[src/rtl/spi_request_arbiter.sv]
// spi_request_arbiter
// Round-robin front end that shares one single-byte SPI master between
// N_REQ requesters. The winner's slave id and TX byte are captured when it is
// granted, the master's level start is held for the whole transfer, and the
// winner gets the RX byte plus a one-cycle done pulse. Aborted transfers also
// pulse err. A chip-select gap and a watchdog keep the master well behaved.
module spi_request_arbiter #(
  parameter int N_REQ      = 4,
  parameter int IDW        = 2,
  parameter int GAP_CYCLES = 2,
  parameter int TIMEOUT    = 1024
) (
  input  logic                 clk,
  input  logic                 rst,
  input  logic [N_REQ-1:0]     req,
  input  logic [3*N_REQ-1:0]   req_slave,
  input  logic [8*N_REQ-1:0]   req_data,
  output logic [N_REQ-1:0]     grant,
  output logic [N_REQ-1:0]     done,
  output logic                 err,
  output logic [7:0]           rx_data,
  output logic                 m_start,
  output logic [7:0]           m_data,
  output logic [2:0]           m_slave,
  input  logic                 m_done,
  input  logic [7:0]           m_rdata
);

  localparam int WDW = $clog2(TIMEOUT);
  localparam int GCW = (GAP_CYCLES > 1) ? $clog2(GAP_CYCLES) : 1;
  localparam logic [WDW-1:0] WD_LAST  = WDW'(TIMEOUT - 1);
  localparam logic [GCW-1:0] GAP_LAST = GCW'((GAP_CYCLES > 0) ? (GAP_CYCLES - 1) : 0);
  localparam logic [IDW-1:0] LAST_ID  = IDW'(N_REQ - 1);

  typedef enum logic [1:0] {
    ST_IDLE    = 2'd0,
    ST_XFER    = 2'd1,
    ST_RELEASE = 2'd2,
    ST_GAP     = 2'd3
  } state_e;

  state_e           state_q,   state_d;
  logic [IDW-1:0]   rr_ptr_q,  rr_ptr_d;
  logic [IDW-1:0]   win_q,     win_d;
  logic [WDW-1:0]   wd_cnt_q,  wd_cnt_d;
  logic [GCW-1:0]   gap_cnt_q, gap_cnt_d;
  logic [N_REQ-1:0] grant_q,   grant_d;
  logic [N_REQ-1:0] done_q,    done_d;
  logic             err_q,     err_d;
  logic [7:0]       rx_data_q, rx_data_d;
  logic             m_start_q, m_start_d;
  logic [7:0]       m_data_q,  m_data_d;
  logic [2:0]       m_slave_q, m_slave_d;

  // Per-requester views of the packed slave-id and data buses.
  logic [2:0] slave_arr_s [N_REQ];
  logic [7:0] data_arr_s  [N_REQ];

  // Round-robin pick result.
  logic           pick_found_s;
  logic [IDW-1:0] pick_id_s;
  logic [IDW-1:0] scan_id_s;

  genvar gi;
  generate
    for (gi = 0; gi < N_REQ; gi++) begin : g_unpack
      assign slave_arr_s[gi] = req_slave[3*gi +: 3];
      assign data_arr_s[gi]  = req_data[8*gi +: 8];
    end
  endgenerate

  // One-hot encode a requester index.
  function automatic logic [N_REQ-1:0] onehot(input logic [IDW-1:0] id);
    logic [N_REQ-1:0] v;
    v     = '0;
    v[id] = 1'b1;
    return v;
  endfunction

  // Index following id, wrapping the last requester back to 0.
  function automatic logic [IDW-1:0] next_id(input logic [IDW-1:0] id);
    logic [IDW-1:0] n;
    if (id == LAST_ID) begin
      n = '0;
    end else begin
      n = id + IDW'(1);
    end
    return n;
  endfunction

  // Scan requests starting at rr_ptr; the first set bit wins. Indices are
  // always reduced mod N_REQ so out-of-range ids can never be selected.
  always_comb begin
    pick_found_s = 1'b0;
    pick_id_s    = '0;
    scan_id_s    = '0;
    for (int k = 0; k < N_REQ; k++) begin
      scan_id_s = IDW'((int'(rr_ptr_q) + k) % N_REQ);
      if (!pick_found_s && req[scan_id_s]) begin
        pick_found_s = 1'b1;
        pick_id_s    = scan_id_s;
      end else begin
        pick_found_s = pick_found_s;
      end
    end
  end

  // Next-state and next-output logic for the transfer sequencer.
  always_comb begin
    state_d   = state_q;
    rr_ptr_d  = rr_ptr_q;
    win_d     = win_q;
    wd_cnt_d  = wd_cnt_q;
    gap_cnt_d = gap_cnt_q;
    grant_d   = grant_q;
    done_d    = '0;
    err_d     = 1'b0;
    rx_data_d = rx_data_q;
    m_start_d = m_start_q;
    m_data_d  = m_data_q;
    m_slave_d = m_slave_q;

    case (state_q)
      ST_IDLE: begin
        if (pick_found_s) begin
          win_d     = pick_id_s;
          m_slave_d = slave_arr_s[pick_id_s];
          m_data_d  = data_arr_s[pick_id_s];
          grant_d   = onehot(pick_id_s);
          m_start_d = 1'b1;
          wd_cnt_d  = '0;
          state_d   = ST_XFER;
        end else begin
          grant_d   = '0;
          m_start_d = 1'b0;
        end
      end

      ST_XFER: begin
        // A real completion beats the watchdog when both land together.
        if (m_done) begin
          rx_data_d = m_rdata;
          done_d    = onehot(win_q);
          grant_d   = '0;
          m_start_d = 1'b0;
          rr_ptr_d  = next_id(win_q);
          state_d   = ST_RELEASE;
        end else if (wd_cnt_q == WD_LAST) begin
          done_d    = onehot(win_q);
          err_d     = 1'b1;
          grant_d   = '0;
          m_start_d = 1'b0;
          rr_ptr_d  = next_id(win_q);
          state_d   = ST_RELEASE;
        end else begin
          wd_cnt_d  = wd_cnt_q + WDW'(1);
        end
      end

      ST_RELEASE: begin
        // Let the master fall back to idle before timing the CS gap.
        m_start_d = 1'b0;
        if (!m_done) begin
          gap_cnt_d = '0;
          if (GAP_CYCLES == 0) begin
            state_d = ST_IDLE;
          end else begin
            state_d = ST_GAP;
          end
        end else begin
          state_d = ST_RELEASE;
        end
      end

      ST_GAP: begin
        m_start_d = 1'b0;
        if (gap_cnt_q == GAP_LAST) begin
          state_d = ST_IDLE;
        end else begin
          gap_cnt_d = gap_cnt_q + GCW'(1);
        end
      end

      default: begin
        state_d   = ST_IDLE;
        grant_d   = '0;
        m_start_d = 1'b0;
      end
    endcase
  end

  // State and output registers; reset clears everything immediately.
  always_ff @(posedge clk or posedge rst) begin
    if (rst) begin
      state_q   <= ST_IDLE;
      rr_ptr_q  <= '0;
      win_q     <= '0;
      wd_cnt_q  <= '0;
      gap_cnt_q <= '0;
      grant_q   <= '0;
      done_q    <= '0;
      err_q     <= 1'b0;
      rx_data_q <= 8'h00;
      m_start_q <= 1'b0;
      m_data_q  <= 8'h00;
      m_slave_q <= 3'd0;
    end else begin
      state_q   <= state_d;
      rr_ptr_q  <= rr_ptr_d;
      win_q     <= win_d;
      wd_cnt_q  <= wd_cnt_d;
      gap_cnt_q <= gap_cnt_d;
      grant_q   <= grant_d;
      done_q    <= done_d;
      err_q     <= err_d;
      rx_data_q <= rx_data_d;
      m_start_q <= m_start_d;
      m_data_q  <= m_data_d;
      m_slave_q <= m_slave_d;
    end
  end

  assign grant   = grant_q;
  assign done    = done_q;
  assign err     = err_q;
  assign rx_data = rx_data_q;
  assign m_start = m_start_q;
  assign m_data  = m_data_q;
  assign m_slave = m_slave_q;

endmodule
[config.mk]
export PLATFORM = sky130hd
export DESIGN_NAME = spi_request_arbiter
export DESIGN_NICKNAME = d
export VERILOG_FILES = /design/src/rtl/spi_request_arbiter.sv
export SDC_FILE = /design/constraint.sdc
export NUM_CORES = 1
export LEC_CHECK = 0
export CORE_MARGIN = 5
export CORE_UTILIZATION = 46
export CTS_BUF_LIST = sky130_fd_sc_hd__clkbuf_2
export DETAILED_ROUTE_END_ITERATION = 6
export GPL_TIMING_DRIVEN = 0
export MAX_ROUTING_LAYER = met4
export PLACE_DENSITY = 0.83
export SETUP_SLACK_MARGIN = 0.02
export SYNTH_ARGS = -nofsm -noshare
export SYNTH_HDL_FRONTEND = slang
export SYNTH_SLANG_ARGS = --single-unit
[constraint.sdc]
create_clock -name clk -period 2.45 [get_ports clk]
set_input_delay 0.735 -clock clk [delete_from_list [all_inputs] [get_ports clk]]
set_output_delay 0.735 -clock clk [all_outputs]
set_load 0.005 [all_outputs]
==> results.py <==
metrics = {
    "route": {
        "drcViolationCount": 0,
        "antenna_left": 0,
        "drt_iter0_drc": 139,
        "totalWireLength_mm": 6.17,
        "routed_via_density": 5.38,
        "dr_total_vias": 2065,
        "wl_per_cell_um": 16.1,
        "firstDrtPassIters": 4,
    },
    "critical_path": {
        "endpoint_kind": "flop",
        "crit_path_start_kind": "primary input",
        "crit_slowest_cell": "clkdlybuf4s50_1",
        "crit_type": "primary input to flop",
        "worstReg2RegStart": "state_q[0]",
        "r2r.worst_path.cells": 6,
        "cp_data_required_time_ps": 2780,
        "worstPathMaxFanout": 10,
        "r2r_setup_slack_ps": 330,
        "max_stage_delay_ps": 570,
        "startpoint": "req[0]",
        "worstPathArrival_ps": 2630,
        "r2r-end": "wd_cnt_q[8]",
        "path_cells": "clkdlybuf4s50_1, a21oi_1, o21a_1, o21ai_0, nand2_1, clkbuf_2, o221ai_1",
    },
    "logic_synthesis": {
        "synthCells": 218,
        "synth_nets": 286,
        "synth.cell_area_sq_um": 2450,
        "synth.distinct_cells": 43,
        "synth-edff-count": 0,
        "synth-seq-cells": 46,
        "ys_async_sr_fraction": 1.00,
        "synth_flop_cell": "dfrtp_1",
        "seq_area_frac_synth": 0.469,
        "yosys_warnings": 0,
        "syn_area_per_cell_sq_um": 11.2,
    },
    "place": {
        "gp_congestion": 0.793,
        "portBuffers": 87,
        "placement.setup.worst_slack_ps": -386,
        "dpl_cell_area_sq_um": 3430,
        "hpwlAfterDp_mm": 4.81,
    },
    "sta": {
        "slew_violations": 0,
        "relSlewSlack": 0.672,
        "worst_pin_slew_ps": 487,
        "fin_crit_sh": 0.941,
        "hold_viol": 0,
        "finalSetupViolCount": 0,
        "period_minus_slack_ps": 2310,
        "max_freq_mhz": 434,
        "rsz0062_at_grt": "no",
        "postLayoutSetupSlackWorst_ps": 145,
        "fin_worst_skew_ps": 22.6,
    },
    "cells_and_area": {
        "syn_to_final_growth_pct": 42.7,
        "nFillCells": 421,
        "final_common_cell": "clkdlybuf4s50_1",
        "multi_input_area_sq_um": 1210,
        "drive_gt1_frac": 0.115,
        "fin_nets": 381,
        "register_area_sq_um": 1150,
        "layout_common_cells": "clkdlybuf4s50_1, dfrtp_1, nand2_1",
        "final_area_sq_um": 3500,
        "num_antenna_cells": 0,
        "final_util": 0.681,
    },
    "die": {
        "std_cell_rows": 26,
        "start_util": 0.477,
        "io_pins": 88,
        "die_w_um": 83.0,
        "die_h_um": 83.0,
        "core-area_sq_um": 5140,
        "die_area_sq_um": 6890,
    },
    "clock_tree": {
        "insertion_delay_ps": 410,
        "cts_resized": 0,
        "clk_pin_slew_ps": 240,
        "clockRootBuffer": "clkbuf_2",
        "cts_made_buffers": 5,
        "clkSinkCount": 46,
        "htreeDepth": 2,
        "tritoncts": "done",
        "cts_setup_buffers": 0,
        "cts_hold_buf": 0,
        "cts_buffer_depth": 2,
    },
    "pwr": {
        "leakage_uw": 0.00156,
        "max-vdd-ir-drop_mv": 0.622,
        "powerDensity_nw_per_um2": 960,
        "fin_total_pwr_uw": 3360,
    },
    "flow_run": {
        "max_cap_viol_count": 0,
    },
    "grt": {
        "antenna_found_initial": 0,
        "grt_max_degree": 44,
        "grt_pass1_wl_mm": 10.3,
        "grt_pass1_vias": 2228,
        "grt.total_usage": 0.188,
        "grt_overflow": 0,
    },
    "outcome": {
        "outcome": "completed",
    },
    "hold_path": {
        "hold_path.class": "primary input to async pin",
    },
}
[cells in the mapped netlist, types with 3 or more instances]
| cell type | number | area (sq um) |
|---|---|---|
| ha_1 | 9 | 113 |
| nand3_1 | 4 | 20.0 |
| and2_1 | 4 | 25.0 |
| xor2_1 | 3 | 26.3 |
| o21ai_0 | 12 | 60.1 |
| buf_6 | 3 | 33.8 |
| or4_1 | 3 | 22.5 |
| mux2i_1 | 21 | 210 |
| inv_1 | 10 | 37.5 |
| nor2_1 | 6 | 22.5 |
| o21a_1 | 3 | 22.5 |
| dfrtp_1 | 46 | 1150 |
| clkbuf_1 | 4 | 15.0 |
| o221ai_1 | 13 | 114 |
| nand2_1 | 26 | 97.6 |
| a21oi_1 | 6 | 30.0 |
| and3_1 | 3 | 18.8 |
| mux2_2 | 10 | 113 |
[metal layers]
metal / global-route usage / wire length, um / vias to the layer above
li1: - / - / 987
met4: 0.0758 / 82 / 0
met1: 0.213 / 2580 / 963
met5: - / 0 / -
met2: 0.304 / 2930 / 106
met3: 0.0644 / 579 / 9
[area by class of cell]
cell class	instances	area share
clock buffers	5	0.00715
plain buffers	7	0.0147
repair buffers	88	0.255
multi-input cells	155	0.347
inverters	10	0.0107
well taps	70	0.0250
clock inverters	3	0.0114
flip-flops and latches	46	0.329
[worst max path at each step]
| stage | to | cells past startpoint |
|---|---|---|
| 3_5_place_dp | m_slave[2] | 6 |
| 6_report | m_slave[2] | 7 |
| 5_1_grt | m_data[5] | 7 |
| 2_1_floorplan | m_slave[0] | 5 |
| 3_3_place_gp | m_slave[2] | 6 |
| 4_1_cts | m_slave[2] | 6 |
[stage by stage]
step | hold WS (ps) | std cells | setup TNS, ps
6_report | 466 | 384 | 0
3_5_place_dp | 478 | 376 | -6340
5_1_grt | 402 | 384 | 0
2_1_floorplan | 468 | 218 | 0
3_3_place_gp | 471 | 375 | -19100
4_1_cts | 435 | 384 | 0
[cells by family (layout without fill, tap and decap cells)]
| family | count (synthesis) | in the layout | share of synthesized area |
|---|---|---|---|
| xor gates and xnor gates | 3 | 3 | 0.0107 |
| DFF | 46 | 46 | 0.469 |
| AOI/OAI and AO/OA | 49 | 49 | 0.165 |
| muxes | 32 | 32 | 0.138 |
| buffers and inverters | 17 | 113 | 0.0352 |
| and+or+nand+nor | 62 | 62 | 0.136 |
| adders and majority gates | 9 | 9 | 0.0459 |
[report_power, final]
group,internal [uW],total (uW),switching [uW]
registers,1030,1200,174
clock network,169,411,242
logic,930,1750,817
[sequential cells by signal, summed over array words and instances (netlist names)]
register / count
err: 1
m_data: 8
state_q: 2
done: 4
m_slave: 3
win_q: 2
grant: 4
rr_ptr_q: 2
wd_cnt_q: 10
gap_cnt_q: 1
m_start: 1
rx_data: 8
[worst max-delay path: cells and delay by family]
family	cells	cell delay, ps
compound gates	4	950
buf+inv	2	800
simple gates	1	150
(Power assumes the default switching activity.)
